--- src/rtl/mult_booth_iter_if.sv ---
// Operand/result handshake bundle for mult_booth_iter.
// master: the requester (multdiv wrapper or bench); slave: the multiplier.
interface mult_booth_iter_if #(
    parameter int WIDTH = 32
);
    logic                   start;
    logic                   is_signed;
    logic [WIDTH-1:0]       multiplicand;
    logic [WIDTH-1:0]       multiplier;
    logic                   in_ready;
    logic [2*WIDTH-1:0]     result;
    logic                   result_valid;
    logic                   result_ready;
    logic                   ovf;

    modport master (
        output start, is_signed, multiplicand, multiplier, result_ready,
        input  in_ready, result, result_valid, ovf
    );

    modport slave (
        input  start, is_signed, multiplicand, multiplier, result_ready,
        output in_ready, result, result_valid, ovf
    );
endinterface

--- src/rtl/mult_booth_iter.sv ---
// Iterative radix-4 Booth multiplier: one Booth digit (two multiplier bits)
// per clock, N = WIDTH/2+1 steps, with an operand/result handshake.
// Optional feature macro: MULT_BOOTH_OVF_EN (computes the ovf flag; when
// undefined the ovf port is tied low and no compare logic exists).
//
// Product register layout (2*WIDTH+6 bits):
//   [PW-1 : BW+1]  ACC, WIDTH+3 bits, room for +/-2*Ax
//   [BW   : 1]     Bx, multiplier extended by two bits
//   [0]            q, the Booth look-behind bit
module mult_booth_iter #(
    parameter int WIDTH = 32
) (
    input  logic              clock,
    input  logic              resetn,
    mult_booth_iter_if.slave  bus
);

    localparam int N  = WIDTH / 2 + 1;
    localparam int AW = WIDTH + 3;
    localparam int BW = WIDTH + 2;
    localparam int PW = AW + BW + 1;
    localparam int CW = $clog2(N + 1);

    typedef enum logic [1:0] {
        S_IDLE,
        S_RUN,
        S_DONE
    } state_t;

    state_t               state_q, state_d;
    logic [PW-1:0]        p_q, p_d;
    logic [AW-1:0]        ax_q, ax_d;
    logic [CW-1:0]        count_q, count_d;
    logic [2*WIDTH-1:0]   result_q, result_d;
    logic                 valid_q, valid_d;

    logic                 in_ready;
    logic                 accept;
    logic                 enter_done;
    logic [AW-1:0]        ax_load;
    logic [BW-1:0]        bx_load;
    logic [AW-1:0]        digit;
    logic [AW-1:0]        acc_sum;
    logic [PW-1:0]        p_step;
    logic [2*WIDTH-1:0]   product_fin;

    assign in_ready   = (state_q == S_IDLE) || ((state_q == S_DONE) && bus.result_ready);
    assign accept     = bus.start && in_ready;
    assign enter_done = (state_q == S_RUN) && (count_q == CW'(N - 1));

    // Operand extension: sign bit replicated in signed mode, zeros otherwise.
    assign ax_load = bus.is_signed ? {{3{bus.multiplicand[WIDTH-1]}}, bus.multiplicand}
                                   : {3'b000, bus.multiplicand};
    assign bx_load = bus.is_signed ? {{2{bus.multiplier[WIDTH-1]}}, bus.multiplier}
                                   : {2'b00, bus.multiplier};

    // One Booth step: recode {b1,b0,q}, add to ACC, then shift right by two arithmetically.
    always_comb begin
        // NOTE: every combinational output gets a default first so no path infers a latch.
        digit = '0;
        case (p_q[2:0])
            3'b001, 3'b010: digit = ax_q;
            3'b011:         digit = ax_q << 1;
            3'b100:         digit = -(ax_q << 1);
            3'b101, 3'b110: digit = -ax_q;
            default:        digit = '0;
        endcase
        acc_sum     = p_q[PW-1:BW+1] + digit;
        p_step      = $signed({acc_sum, p_q[BW:0]}) >>> 2;
        product_fin = p_step[2*WIDTH:1];
    end

    // Iteration FSM: next state, product register, counter and result capture.
    always_comb begin
        state_d  = state_q;
        p_d      = p_q;
        ax_d     = ax_q;
        count_d  = count_q;
        result_d = result_q;
        valid_d  = valid_q;

        case (state_q)
            S_IDLE: begin
                if (accept) state_d = S_RUN;
            end
            S_RUN: begin
                p_d     = p_step;
                count_d = count_q + CW'(1);
                if (enter_done) begin
                    state_d  = S_DONE;
                    result_d = product_fin;
                    valid_d  = 1'b1;
                end
            end
            S_DONE: begin
                if (bus.result_ready) begin
                    valid_d = 1'b0;
                    state_d = accept ? S_RUN : S_IDLE;
                end
            end
            default: state_d = S_IDLE;
        endcase

        // Operand load, shared by the IDLE accept and the back-to-back DONE accept.
        if (accept) begin
            p_d     = {{AW{1'b0}}, bx_load, 1'b0};
            ax_d    = ax_load;
            count_d = '0;
        end
    end

    // State and datapath registers.
    always_ff @(posedge clock or negedge resetn) begin
        if (!resetn) begin
            state_q  <= S_IDLE;
            p_q      <= '0;
            ax_q     <= '0;
            count_q  <= '0;
            result_q <= '0;
            valid_q  <= 1'b0;
        end else begin
            // NOTE: non-blocking assignments so every flop samples pre-edge values.
            state_q  <= state_d;
            p_q      <= p_d;
            ax_q     <= ax_d;
            count_q  <= count_d;
            result_q <= result_d;
            valid_q  <= valid_d;
        end
    end

    assign bus.in_ready     = in_ready;
    assign bus.result       = result_q;
    assign bus.result_valid = valid_q;

`ifdef MULT_BOOTH_OVF_EN
    logic signed_q, signed_d;
    logic ovf_q, ovf_d;
    logic ovf_calc;

    // Overflow: product not representable in WIDTH bits for the latched mode.
    always_comb begin
        signed_d = signed_q;
        ovf_d    = ovf_q;
        ovf_calc = 1'b0;
        if (signed_q)
            ovf_calc = !(&product_fin[2*WIDTH-1:WIDTH-1]) && (|product_fin[2*WIDTH-1:WIDTH-1]);
        else
            ovf_calc = |product_fin[2*WIDTH-1:WIDTH];
        if (accept)     signed_d = bus.is_signed;
        if (enter_done) ovf_d    = ovf_calc;
    end

    // Mode and overflow flag registers.
    always_ff @(posedge clock or negedge resetn) begin
        if (!resetn) begin
            signed_q <= 1'b0;
            ovf_q    <= 1'b0;
        end else begin
            signed_q <= signed_d;
            ovf_q    <= ovf_d;
        end
    end

    assign bus.ovf = ovf_q;
`else
    assign bus.ovf = 1'b0;
`endif

endmodule
--- src/flat_wrapper.sv ---
// flat-port wrapper written by rule: the top's interface ports become plain ports
module mult_booth_iter_flat 
#(
    parameter int WIDTH = 32
)
  (clock, resetn, bus_start, bus_is_signed, bus_multiplicand, bus_multiplier, bus_result_ready, bus_in_ready, bus_result, bus_result_valid, bus_ovf);
  mult_booth_iter_if #(.WIDTH(WIDTH)) bus_i ();
  input  logic clock;
  input  logic resetn;
  input wire logic [$bits(bus_i.start)-1:0] bus_start;
  input wire logic [$bits(bus_i.is_signed)-1:0] bus_is_signed;
  input wire logic [$bits(bus_i.multiplicand)-1:0] bus_multiplicand;
  input wire logic [$bits(bus_i.multiplier)-1:0] bus_multiplier;
  input wire logic [$bits(bus_i.result_ready)-1:0] bus_result_ready;
  output wire logic [$bits(bus_i.in_ready)-1:0] bus_in_ready;
  output wire logic [$bits(bus_i.result)-1:0] bus_result;
  output wire logic [$bits(bus_i.result_valid)-1:0] bus_result_valid;
  output wire logic [$bits(bus_i.ovf)-1:0] bus_ovf;
  assign bus_i.start = bus_start;
  assign bus_i.is_signed = bus_is_signed;
  assign bus_i.multiplicand = bus_multiplicand;
  assign bus_i.multiplier = bus_multiplier;
  assign bus_i.result_ready = bus_result_ready;
  assign bus_in_ready = bus_i.in_ready;
  assign bus_result = bus_i.result;
  assign bus_result_valid = bus_i.result_valid;
  assign bus_ovf = bus_i.ovf;
  mult_booth_iter #(.WIDTH(WIDTH)) u_core (.clock(clock), .resetn(resetn), .bus(bus_i));
endmodule
--- config.mk ---
export PLATFORM = sky130hd
export DESIGN_NAME = mult_booth_iter_flat
export DESIGN_NICKNAME = d
export VERILOG_FILES = /design/src/rtl/mult_booth_iter_if.sv /design/src/rtl/mult_booth_iter.sv /design/src/flat_wrapper.sv
export SDC_FILE = /design/constraint.sdc
export NUM_CORES = 1
export LEC_CHECK = 0
export ABC_AREA = 0
export CAP_MARGIN = 20
export CORE_MARGIN = 3
export CORE_UTILIZATION = 50
export DETAILED_ROUTE_END_ITERATION = 12
export HOLD_SLACK_MARGIN = 0.15
export PLACE_DENSITY = 0.77
export RECOVER_POWER = 50
export SKIP_LAST_GASP = 1
export SLEW_MARGIN = 20
export SYNTH_ARGS = -nofsm -noshare
export SYNTH_HDL_FRONTEND = slang
export SYNTH_SLANG_ARGS = --single-unit
export TNS_END_PERCENT = 1
--- constraint.sdc ---
create_clock -name clock -period 6.4 [get_ports clock]
set_clock_uncertainty 0.05 [all_clocks]
set_input_delay 1.28 -clock clock [delete_from_list [all_inputs] [get_ports clock]]
set_output_delay 1.28 -clock clock [all_outputs]
set_load 0.02 [all_outputs]
# Word-level counts from Yosys, hierarchy flattened
# Cells that the tools add are included.
[word_totals]
input_bits = 69
ramBits = 0
latchBits = 0
romBits = 0
reg_bits = 177
mem_count = 0
[classes]
order_cmp = 0
n_reduce_logical = 12
n_eq_ne = 12
n_shift = 0
muxes = 15
n_div = 0
n_bitwise = 0
addsub = 4
multipliers = 0
[ops]
columns = ["cell", "n"]
rows = [
  ["two-way mux 70 bit", 2],
  ["one-hot mux 35 bit (4 select lines)", 1],
  ["negator 35 bit", 2],
  ["adder 35 bit", 1],
  ["two-way mux 35 bit", 1],
  ["two-way mux 34 bit", 1],
  ["two-way mux 5 bit", 2],
  ["== test 3 bit, second input constant", 3],
  ["== test 3 x 2 -> 1 bit, second input constant", 2],
  ["two-way mux 2 bit", 3],
  ["one-hot mux 2 bit (3 select lines)", 1],
  ["AND reduction 3 bit", 2],
  ["adder 5 x 1 -> 5 bit, second input constant", 1],
  ["== test 5 bit, second input constant", 1],
  ["inequality test 2 x 1 -> 1 bit, second input constant", 2],
  ["nonzero test 2 bit", 2],
  ["OR reduction 2 bit", 2],
  ["== test 3 x 1 -> 1 bit, second input constant", 1],
  ["logical AND 1 bit", 3],
  ["two-way mux 1 bit", 3],
  ["== test 2 x 1 -> 1 bit, second input constant", 1],
  ["== test 2 bit, second input constant", 1],
  ["logical NOT 2 bit", 1],
  ["inequality test 2 bit, second input constant", 1],
  ["3 further kinds", 3],
]

# Longest topological paths before layout
# Gate-level depths: netlist (run 1).
[depth]
word_depth = 7
depth_mapped = 21
mapped_depth_nobuf = 19

# Worst setup path after synthesis (run 1)
# No wires, ideal clock.
[synth_path]
path_type = "reg2reg"
startpoint = "register u_core.ax_q[0]"
endpoint = "register u_core.p_q[64]"
period_less_slack_ns = 4.610
path_slack_ns = 1.790
setup_ns = 0.134
required_ns = 6.216
t_arrival_ns = 4.425
stages_incl_launch_ff = 21
path_buffers = 1
path_cell_list = "dfrtp_1 -> inv_1 -> ha_1 -> or4b_1 -> clkbuf_1 -> or4_4 -> or4_1 -> nor2_1 -> xnor2_1 -> a211oi_1 -> a21o_1 -> a21oi_1 -> ha_1 -> a21oi_1 -> o21bai_1 -> a21oi_1 -> o21ai_0 -> nand2_1 -> o311ai_0 -> a311oi_1 -> o21ai_0"
[synth_via]
elab_chain_cells = 5
[synth_rtl]
columns = ["element", "line_no", "rtl"]
rows = [
  ["start, declared", "mult_booth_iter.sv:32", "logic [AW-1:0] ax_q, ax_d;"],
  ["start signal, assigned", "mult_booth_iter.sv:117", "ax_q <= '0;"],
  ["start signal, assigned", "mult_booth_iter.sv:125", "ax_q <= ax_d;"],
  ["negator 35 bit, on equally long branches", "mult_booth_iter.sv:65, mult_booth_iter.sv:64", ""],
  ["one-hot mux 35 bit (4 select lines) (*)", "mult_booth_iter.sv:61", "case (p_q[2:0])"],
  ["adder 35 bit (*)", "mult_booth_iter.sv:68", "acc_sum = p_q[PW-1:BW+1] + digit;"],
  ["two-way mux 70 bit (*)", "mult_booth_iter.sv:82", "case (state_q)"],
  ["two-way mux 70 bit (*)", "mult_booth_iter.sv:105", "if (accept) begin"],
  ["end signal, assigned", "mult_booth_iter.sv:124", "p_q <= p_d;"],
  ["end, declared", "mult_booth_iter.sv:31", "logic [PW-1:0] p_q, p_d;"],
]
# Every way passes the cells marked *; elsewhere a longest branch is shown, timed or not. The select of a mux whose other input is x is not followed.
# A chain may end at the register's enable or synchronous reset.

# Worst setup path in the final report (run 1)
[layout_path]
startpoint = "register u_core.ax_q[1]"
endpoint = "register u_core.result_q[63], in the netlist u_core.bus.result[63]"
[layout_via]
elab_chain_cells = 3
[layout_rtl]
columns = ["element", "line_no", "rtl"]
rows = [
  ["negator 35 bit, on equally long branches", "mult_booth_iter.sv:65, mult_booth_iter.sv:64", ""],
  ["one-hot mux 35 bit (4 select lines) (*)", "mult_booth_iter.sv:61", ""],
  ["adder 35 bit (*)", "mult_booth_iter.sv:68", ""],
  ["end signal, assigned", "mult_booth_iter.sv:127", "result_q <= result_d;"],
  ["end, declared", "mult_booth_iter.sv:34", "logic [2*WIDTH-1:0] result_q, result_d;"],
]
# Every way passes the cells marked *; elsewhere a longest branch is shown, timed or not.

==> flow_summary.json, run 1 <==
{
  "postCtsHoldBufs": 0,
  "hold_path.startpoint": "u_core.bus.result[47]$_DFFE_PN0P_",
  "synthAdderAreaFrac": 0.0463,
  "synth-seq-cells": 173,
  "dp_slack_ps": 1180,
  "setup_viol": 0,
  "fin_util": 0.614,
  "cts_root_buffer": "clkbuf_16",
  "clkLatencyLatePin_ps": 450,
  "cts_setup_buffers": 0,
  "synth-async-reset-ratio": 1.00,
  "fp.dieH_um": 150,
  "syn_nets": 1396,
  "period_share": 0.839,
  "die_w_um": 150,
  "synth_edf_count": 0,
  "htreeDepth": 4,
  "vias": 9547,
  "hold_viol_final": 0,
  "gr-usage-all-layers": 0.256,
  "dp_hpwl_mm": 19.6,
  "cts_resized": 0,
  "r2r_slack_ps": 1030,
  "worstHoldPathType": "register to register",
  "grt_first_pass_wirelength_mm": 46.2,
  "antenna_found_initial": 0,
  "synth_ff_type": "dfrtp_1",
  "grt-ovfl-total": 0,
  "path_common_cell": "a21oi_1",
  "yosys.area_share.simple": 0.242,
  "core_um2": 20400,
  "path_cells": "inv_1 > ha_1 > or4b_1 > or4_4 > or4_1 > nor2_1 > xnor2_1 > a211oi_1 > a21o_1 > a21oi_1 > ha_1 > a21oi_1 > o21bai_1 > a21oi_1 > o21ai_0 > nand2_1 > o311ai_0 > a311oi_1 > o21ai_0",
  "nets": 1474,
  "pin_count": 136,
  "clockBufferDepth": 2,
  "fin_ws_ps": 1030,
  "clk_pin_slew_ps": 80,
  "hold_end": "u_core.bus.result[47]$_DFFE_PN0P_",
  "synthXorXnorAreaFrac": 0.0588,
  "rows": 52,
  "worst_ep_required_time_ps": 6550,
  "die_area_um2": 22600,
  "wl_per_cell_um": 17.3,
  "drv_slew": 278,
  "fin_crit_ps": 5370,
  "r2r_start": "u_core.ax_q[1]$_DFFE_PN0P_",
  "syn_area_um2": 10400,
  "reg2reg_to": "u_core.bus.result[63]$_DFFE_PN0P_",
  "synth_top_family_by_area": "simple AND/OR/NAND/NOR gates",
  "slowest_delay_ps": 570,
  "drcViolationCount": 0,
  "first_pass_iters": 5,
  "cts_sinks": 173,
  "rsz0062_at_grt": "false",
  "hold_depth": 2,
  "violations": "max-capacitance violations, max-slew violations",
  "relSlewSlack": -1.06,
  "yosysSeqAreaShare": 0.415,
  "synth-compound-area-share": 0.189,
  "area_delta_synth_final_pct": 20.0,
  "drtIter0Drc": 691,
  "cp_data_arrival_time_ps": 5520,
  "crit_fanout": 7,
  "drive_gt1_frac": 0.0457,
  "status": "complete, but fails checks",
  "crit_path_end_kind": "register",
  "max_freq_ghz": 0.186,
  "yosysWarnings": 0,
  "setup.worst_path.class": "register to register",
  "ant_nets": 0,
  "netlist_instances": 1289,
  "ff2ff_path_depth": 19,
  "crit_path_top_delay_cell": "or4b_1",
  "syn_avg_cell_area_um2": 8.09,
  "grt_start_max_net_pins": 96,
  "via_per_inst": 5.79,
  "totalWireLength_mm": 28.5,
  "grt_pass1_vias": 9064,
  "start_util": 0.512,
  "worst_pin_slew_ps": 3090,
  "cts_buffers": 17,
  "antennaDiodeCount": 0,
  "cts_tree": "yes",
  "synth_cell_types": 65,
  "drv_cap": 4,
  "fin_setup_tns_ps": 0,
  "globalplace.congestion": 0.954,
  "port_buffers": 134,
  "critPathLaunchType": "register",
  "synthMuxAreaShare": 0.00696
}
==> cell usage after synthesis, types with 8 or more instances <==
cell type / number / area [um2]
ha_1: 37 / 463
nand3_1: 48 / 240
a21oi_1: 49 / 245
o21ai_0: 106 / 531
inv_1: 22 / 82.6
a31oi_1: 8 / 50.1
xor2_1: 30 / 263
clkbuf_1: 84 / 315
nand4_1: 13 / 81.3
nand2b_1: 11 / 68.8
o221ai_1: 8 / 70.1
nor2b_1: 8 / 50.1
xnor2_1: 40 / 350
nor2_1: 64 / 240
a221oi_1: 11 / 96.3
a21o_1: 19 / 143
nor3_1: 16 / 80.1
dfrtp_1: 173 / 4330
a22oi_1: 51 / 383
o31ai_1: 9 / 67.6
nand2_1: 367 / 1380
==> how the worst max path moves through the flow <==
stage / startpoint / end / cells after the start
after detailed placement: u_core.ax_q[1]$_DFFE_PN0P_ / u_core.bus.result[63]$_DFFE_PN0P_ / 19
after floorplan: u_core.ax_q[0]$_DFFE_PN0P_ / u_core.p_q[64]$_DFFE_PN0P_ / 20
after CTS: u_core.ax_q[1]$_DFFE_PN0P_ / u_core.bus.result[63]$_DFFE_PN0P_ / 19
after global routing: u_core.ax_q[1]$_DFFE_PN0P_ / u_core.bus.result[63]$_DFFE_PN0P_ / 19
final: u_core.ax_q[1]$_DFFE_PN0P_ / u_core.bus.result[63]$_DFFE_PN0P_ / 19
after global placement: u_core.ax_q[0]$_DFFE_PN0P_ / u_core.bus.result[63]$_DFFE_PN0P_ / 19
==> final cells by class <==
cell class | instances | area, um2
fill | 1772 | 7850
inverter | 22 | 82.6
multi-input combinational | 1003 | 5680
tap | 270 | 338
timing repair buffer | 150 | 1450
clock buffer | 17 | 425
sequential | 173 | 4330
clock inverter | 15 | 213
==> metrics by stage <==
stage               hold slack (ps)  std cells  area, um2
floorplan                       411       1289      10400
global placement                407       1618      11900
detailed placement              411       1618      11900
CTS                             433       1650      12500
global route                    450       1650      12500
finish                          430       1650      12500
==> metal layers <==
layer | track usage | vias up | part of all wire
met2 | 0.402 | 374 | 0.46
met3 | 0.0689 | 57 | 0.080
li1 | - | 4637 | -
met1 | 0.340 | 4479 | 0.43
met5 | 0 | - | 0
met4 | 0.0933 | 0 | 0.028
==> cell usage in the layout, fill, tap and decap left out, types with 4 or more instances in the layout <==
master,n
buf_4,13
nor2b_1,7
o221ai_1,8
and3_1,7
nand4b_1,5
xnor2_1,40
nor2_1,63
dfrtp_1,173
a21oi_1,49
o31ai_1,9
nand4_1,13
mux2i_1,5
o21bai_1,4
clkdlybuf4s50_1,132
a211oi_1,4
nand2_1,366
ha_1,37
or3_1,6
or4_1,5
nor4_1,7
clkbuf_16,17
o211ai_1,6
nand2b_1,10
clkinv_8,5
nor3_1,16
a31oi_1,8
a21o_1,19
o21a_1,6
o21ai_0,106
a221oi_1,11
o22ai_1,6
nand3_1,48
xor2_1,30
a22oi_1,51
or2_2,5
inv_1,22
==> critical path: cells and delay by family, from the launching register on <==
family / cells / cell delay (ps)
AOI/OAI and AO/OA: 10 / 1920
and+or+nand+nor: 5 / 1900
adders and majority gates: 2 / 540
DFF: 1 / 420
xor gates and xnor gates: 1 / 180
buffers and inverters: 1 / 100
==> kinds of logic after synthesis <==
kind of cell | after synthesis
compound gates | 309
xor+xnor | 70
fa+ha+maj | 38
buf+inv | 113
flops | 173
mux | 7
other cells | 1
simple gates | 578
==> state kept, by name, indices dropped and copies added (netlist names) <==
register and flops:
u_core.p_q 68, u_core.bus.result 64, u_core.ax_q 33, u_core.count_q 5, u_core.state_q 2, u_core.bus.result_valid 1
Power of run 1 is left out: the tool's default activity adds up to more than one toggle a clock period on the data nets, which glitch-free logic cannot reach.
==> run 2, diff against run 1 <==
PLACE_DENSITY = 0.8   (was 0.77)
clock period = 4.8 ns   (was 6.4 ns; I/O delays follow)
==> run 2 against run 1 <==
  * The run still ends with max-capacitance violations, max-slew violations left
  * Critical path depth fell by 1
  * Global-route usage increased by 0.87 points
  * Sequential share of layout area fell by 1.3 points
  * Clock-buffer cell count grew 1
  * Non-clock buffer count is 47 higher
  * Maximum frequency grew 15%
  * Design area grew 3.9%
  * Utilization is 2.4 points higher
  * Flip-flop and latch count stayed put
  * First-iteration DRC count increased by 16%
  * Final cell count up 2.8%
  * Worst hold slack got worse by 10 ps
  * Critical path type unchanged
==> flow_summary.json, run 2 (same netlist as run 1, synthesis figures left out) <==
{
  "cts_root_buffer": "clkbuf_16",
  "final_cells": 1697,
  "largest_reg_flops": 68,
  "cts_sinks": 173,
  "die_area_um2": 22600,
  "crit_path_end_kind": "register",
  "antenna_found_initial": 0,
  "hold_viol_final": 0,
  "grt-ovfl-total": 0,
  "crit_fanout": 6,
  "die_w_um": 150,
  "relSlewSlack": -1.17,
  "clockBufferDepth": 2,
  "fp.dieH_um": 150,
  "htreeDepth": 4,
  "violations": "max-capacitance violations, max-slew violations",
  "drive_gt1_frac": 0.0981,
  "rsz0062_at_grt": "true",
  "setup.worst_path.class": "register to register",
  "port_buffers": 134,
  "setup_viol": 0,
  "gr-usage-all-layers": 0.264,
  "grt_pass1_vias": 9437,
  "fin_setup_tns_ps": 0,
  "globalplace.congestion": 0.960,
  "drv_slew": 121,
  "r2r_start": "u_core.ax_q[0]$_DFFE_PN0P_",
  "fin_crit_ps": 4660,
  "worstHoldPathType": "register to register",
  "max_freq_ghz": 0.214,
  "hold_path.startpoint": "u_core.bus.result[25]$_DFFE_PN0P_",
  "first_pass_iters": 8,
  "final_cell_mix": "nand2_1, dfrtp_1, clkdlybuf4s50_1",
  "via_per_inst": 5.82,
  "pin_count": 136,
  "drcViolationCount": 0,
  "critPathLaunchType": "register",
  "fin_ws_ps": 135,
  "fillCellCount": 1745,
  "totalWireLength_mm": 29.9,
  "clk_pin_slew_ps": 80,
  "antennaDiodeCount": 0,
  "grt_start_max_net_pins": 100,
  "clkLatencyLatePin_ps": 450,
  "dp.cells": 1662,
  "area_delta_synth_final_pct": 24.6,
  "worst_ep_required_time_ps": 5040,
  "status": "complete, but fails checks",
  "nets": 1521,
  "ant_nets": 0,
  "vias": 9872,
  "startpoint": "u_core.ax_q[0]$_DFFE_PN0P_",
  "layout_commonest_cell": "nand2_1",
  "cts_buffers": 17,
  "fin_hold_ws_ps": 420,
  "cts_tree": "yes",
  "dp_slack_ps": -44.3,
  "regMostFlops": "u_core.p_q",
  "period_share": 0.972,
  "drtIter0Drc": 802,
  "drv_cap": 2,
  "start_util": 0.512,
  "core_um2": 20400,
  "worst_pin_slew_ps": 3260,
  "rows": 52,
  "wl_per_cell_um": 17.6,
  "grt_first_pass_wirelength_mm": 47.9,
  "cp_data_arrival_time_ps": 4910,
  "dp_hpwl_mm": 20.8,
  "postCtsHoldBufs": 0
}
==> run 2: final timing paths <==
check | slack [ps] | endpoint | cells after the start
setup reg to reg | 140 | u_core.bus.result[61]$_DFFE_PN0P_ | 18
max in group asynchronous | 880 | u_core.ax_q[31]$_DFFE_PN0P_ | 2
min in group asynchronous | 1690 | u_core.bus.result[42]$_DFFE_PN0P_ | 1
hold reg to reg | 420 | u_core.bus.result[25]$_DFFE_PN0P_ | 2
hold / removal | 420 | u_core.bus.result[25]$_DFFE_PN0P_ | 2
setup / recovery | 140 | u_core.bus.result[61]$_DFFE_PN0P_ | 18
==> run 2: routing by layer <==
metal	global-route usage	up-vias	part of all wire
li1	-	4727	-
met1	0.353	4701	0.43
met2	0.407	369	0.45
met3	0.0662	75	0.077
met4	0.119	0	0.040
met5	0	-	0
==> run 2: critical path, cell delays in order, from the launching register on <==
cell and delay, ps:
dfrtp_1 400, inv_1 90, ha_2 210, or4b_4 480, or4_4 530, or4_4 480
nor2_2 140, xnor2_2 100, a211oi_2 220, a21o_1 100, a21oi_1 80, ha_1 370
nand2_1 120, nor2_4 160, nand2_1 70, o22a_2 290, a311oi_2 320, o21a_1 220
o31ai_1 80
==> run 2: timing repair <==
action	CTS	global route
gates resized for setup	4	35
setup endpoints to repair	6	27
gates cloned	0	0
pin swaps	1	9
setup buffers	0	3
==> run 2: stage by stage <==
step / area [um2] / utilization
after CTS: 12900 / 0.632
after global routing: 13000 / 0.638
after floorplan: 10400 / -
final: 13000 / 0.638
after global placement: 12200 / 0.601
after detailed placement: 12200 / 0.601
==> run 2: layout make-up <==
cell class / count / area (um2) / area share
sequential: 173 / 4330 / 0.333
clock inverter: 14 / 173 / 0.0133
clock buffer: 18 / 439 / 0.0338
multi-input combinational: 1003 / 5820 / 0.448
inverter: 22 / 82.6 / 0.00635
tap: 270 / 338 / 0.0260
timing repair buffer: 197 / 1820 / 0.140
Power of run 2 is left out for the same reason.
==> run 3, diff against run 2 <==
ABC_CLOCK_PERIOD_IN_PS = 4050   (was default)
clock period = 4.05 ns   (was 4.8 ns; I/O delays follow)
==> run 3 against run 2 <==
  * The flow finishes with violations (max-capacitance violations, max-slew violations, negative setup slack)
  * Worst hold slack better by 5.1 ps
  * Critical path depth stayed put
  * Design area up 8.0%
  * Flip-flop and latch count is the same
  * Largest cell class unchanged
  * Global-route usage grew 2.6 points
  * Wire length increased by 8.1%
  * Via count is 7.1% higher
  * Critical path type unchanged
  * Setup slack worse by 660 ps
  * Maximum frequency rose by 1.9%
  * Final cell count is 7.5% higher
  * Utilization grew 5.1 points
  * Register-to-register slack got worse by 660 ps
==> flow_summary.json, run 3 (same netlist as run 1, synthesis figures left out) <==
{
  "critPathLaunchType": "register",
  "ff2ff_path_depth": 18,
  "clockBufferDepth": 2,
  "dp_hpwl_mm": 22.8,
  "path_cells": "inv_2 > ha_4 > or4b_4 > or4_4 > or4_4 > nor3_4 > nand2b_1 > xnor2_1 > a22oi_1 > o22ai_1 > ha_1 > inv_2 > nor2_4 > and4_1 > o2bb2ai_4 > o21a_1 > o21a_1 > o31ai_2",
  "grt-ovfl-total": 0,
  "clkLatencyLatePin_ps": 440,
  "hold_viol_final": 0,
  "status": "complete, but fails checks",
  "die_w_um": 150,
  "ant_nets": 0,
  "largest_reg_flops": 68,
  "violations": "max-capacitance violations, max-slew violations, negative setup slack",
  "antennaDiodeCount": 0,
  "crit_path_end_kind": "register",
  "start_util": 0.512,
  "cts_buffers": 17,
  "cts_sinks": 173,
  "drive_gt1_frac": 0.180,
  "fillCellCount": 1625,
  "area_delta_synth_final_pct": 34.7,
  "hold_path.startpoint": "u_core.bus.result[49]$_DFFE_PN0P_",
  "grt_pass1_vias": 10500,
  "worst_ep_required_time_ps": 4330,
  "crit_fanout": 5,
  "rows": 52,
  "pin_count": 136,
  "worstHoldPathType": "register to register",
  "dp.cells": 1785,
  "fin_crit_ps": 4580,
  "worst_pin_slew_ps": 2270,
  "port_buffers": 134,
  "htreeDepth": 4,
  "globalplace.congestion": 0.942,
  "grt_start_max_net_pins": 93,
  "drv_slew": 93,
  "wl_per_cell_um": 17.7,
  "postCtsHoldBufs": 0,
  "fp.dieH_um": 150,
  "dp_slack_ps": -567,
  "final_cells": 1824,
  "gr-usage-all-layers": 0.290,
  "cts_root_buffer": "clkbuf_16",
  "reg2reg_to": "u_core.p_q[61]$_DFFE_PN0P_",
  "hold_end": "u_core.bus.result[49]$_DFFE_PN0P_",
  "vias": 10600,
  "grt_first_pass_wirelength_mm": 52.6,
  "slowest_delay_ps": 560,
  "first_pass_iters": 5,
  "core_um2": 20400,
  "drv_cap": 1,
  "setup_viol": 30,
  "relSlewSlack": -0.515,
  "period_share": 1.13,
  "fin_ws_ps": -530,
  "cts_tree": "yes",
  "regMostFlops": "u_core.p_q",
  "via_per_inst": 5.80,
  "drtIter0Drc": 790,
  "crit_family": "simple AND/OR/NAND/NOR gates",
  "final_cell_mix": "nand2_1, buf_4, dfrtp_1",
  "r2r_start": "u_core.ax_q[1]$_DFFE_PN0P_",
  "hold_depth": 2,
  "nets": 1648,
  "die_area_um2": 22600,
  "max_freq_ghz": 0.218,
  "setup.worst_path.class": "register to register",
  "rsz0062_at_grt": "true",
  "cp_data_arrival_time_ps": 4860,
  "totalWireLength_mm": 32.4,
  "antenna_found_initial": 0,
  "cp_num_buf_inv": 2,
  "crit_path_top_delay_cell": "or4_4",
  "layout_commonest_cell": "nand2_1",
  "r2r_slack_ps": -530,
  "clk_pin_slew_ps": 70,
  "drcViolationCount": 0
}
[run 3: changes by cell type in the layout (fill, tap and decap cells not counted), moves of 3 or more]
cell / delta
buf_4: +124
clkdlybuf4s50_1: +9
dlygate4sd3_1: -9
ha_2: -3
ha_4: +3
inv_1: -3
inv_2: +3
o31ai_1: -3
o31ai_2: +3
[run 3: timing repair]
action / CTS / global route
pin swaps: 13 / 16
resized for setup: 26 / 19
setup endpoints to repair: 31 / 42
cloned: 0 / 0
setup buffers: 5 / 2
[run 3: layout make-up]
type / count / area (um2) / share of cell area
Clock inverter: 14 / 170 / 0.0121
Inverter: 22 / 82.6 / 0.00588
Sequential cell: 173 / 4330 / 0.308
Tap cell: 270 / 338 / 0.0241
Timing Repair Buffer: 324 / 2770 / 0.197
Multi-Input combinational cell: 1003 / 5920 / 0.421
Clock buffer: 18 / 439 / 0.0313
[run 3: worst register-to-register path: stages, from the launching register on]
cell       delay (ps)
dfrtp_1           390
inv_2              90
ha_4              130
or4b_4            480
or4_4             560
or4_4             560
nor3_4            140
nand2b_1          130
xnor2_1           110
a22oi_1            80
o22ai_1           180
ha_1              330
inv_2             120
nor2_4             60
and4_1            210
o2bb2ai_4         150
o21a_1            220
o21a_1            230
o31ai_2           240
[run 3: worst max path at each step]
stage	endpoint	slack, ps	cells after the start	from
after floorplan	u_core.p_q[64]$_DFFE_PN0P_	-300	20	u_core.ax_q[0]$_DFFE_PN0P_
after global placement	u_core.bus.result[56]$_DFFE_PN0P_	-520	18	u_core.ax_q[1]$_DFFE_PN0P_
after detailed placement	u_core.bus.result[63]$_DFFE_PN0P_	-570	19	u_core.ax_q[0]$_DFFE_PN0P_
after CTS	u_core.p_q[61]$_DFFE_PN0P_	-390	18	u_core.ax_q[1]$_DFFE_PN0P_
after global routing	u_core.p_q[61]$_DFFE_PN0P_	-740	16	u_core.ax_q[1]$_DFFE_PN0P_
final	u_core.p_q[61]$_DFFE_PN0P_	-530	18	u_core.ax_q[1]$_DFFE_PN0P_
[run 3: layer usage]
metal / global-route usage / up-vias / wire length (um)
li1: - / 4968 / -
met1: 0.377 / 5083 / 13500
met2: 0.453 / 441 / 14800
met3: 0.0698 / 85 / 2520
met4: 0.146 / 0 / 1560
met5: 0 / - / 0
[run 3: through the flow]
stage | cell area [um2] | setup TNS, ps | util | hold slack (ps)
floorplan | 10500 | -3660 | - | 411
detailed placement | 13200 | -12150 | 0.649 | 412
global placement | 13200 | -9200 | 0.649 | 407
CTS | 14000 | -8850 | 0.686 | 412
global route | 14000 | -18170 | 0.689 | 444
finish | 14000 | -9820 | 0.689 | 425
Power of run 3 is left out for the same reason.
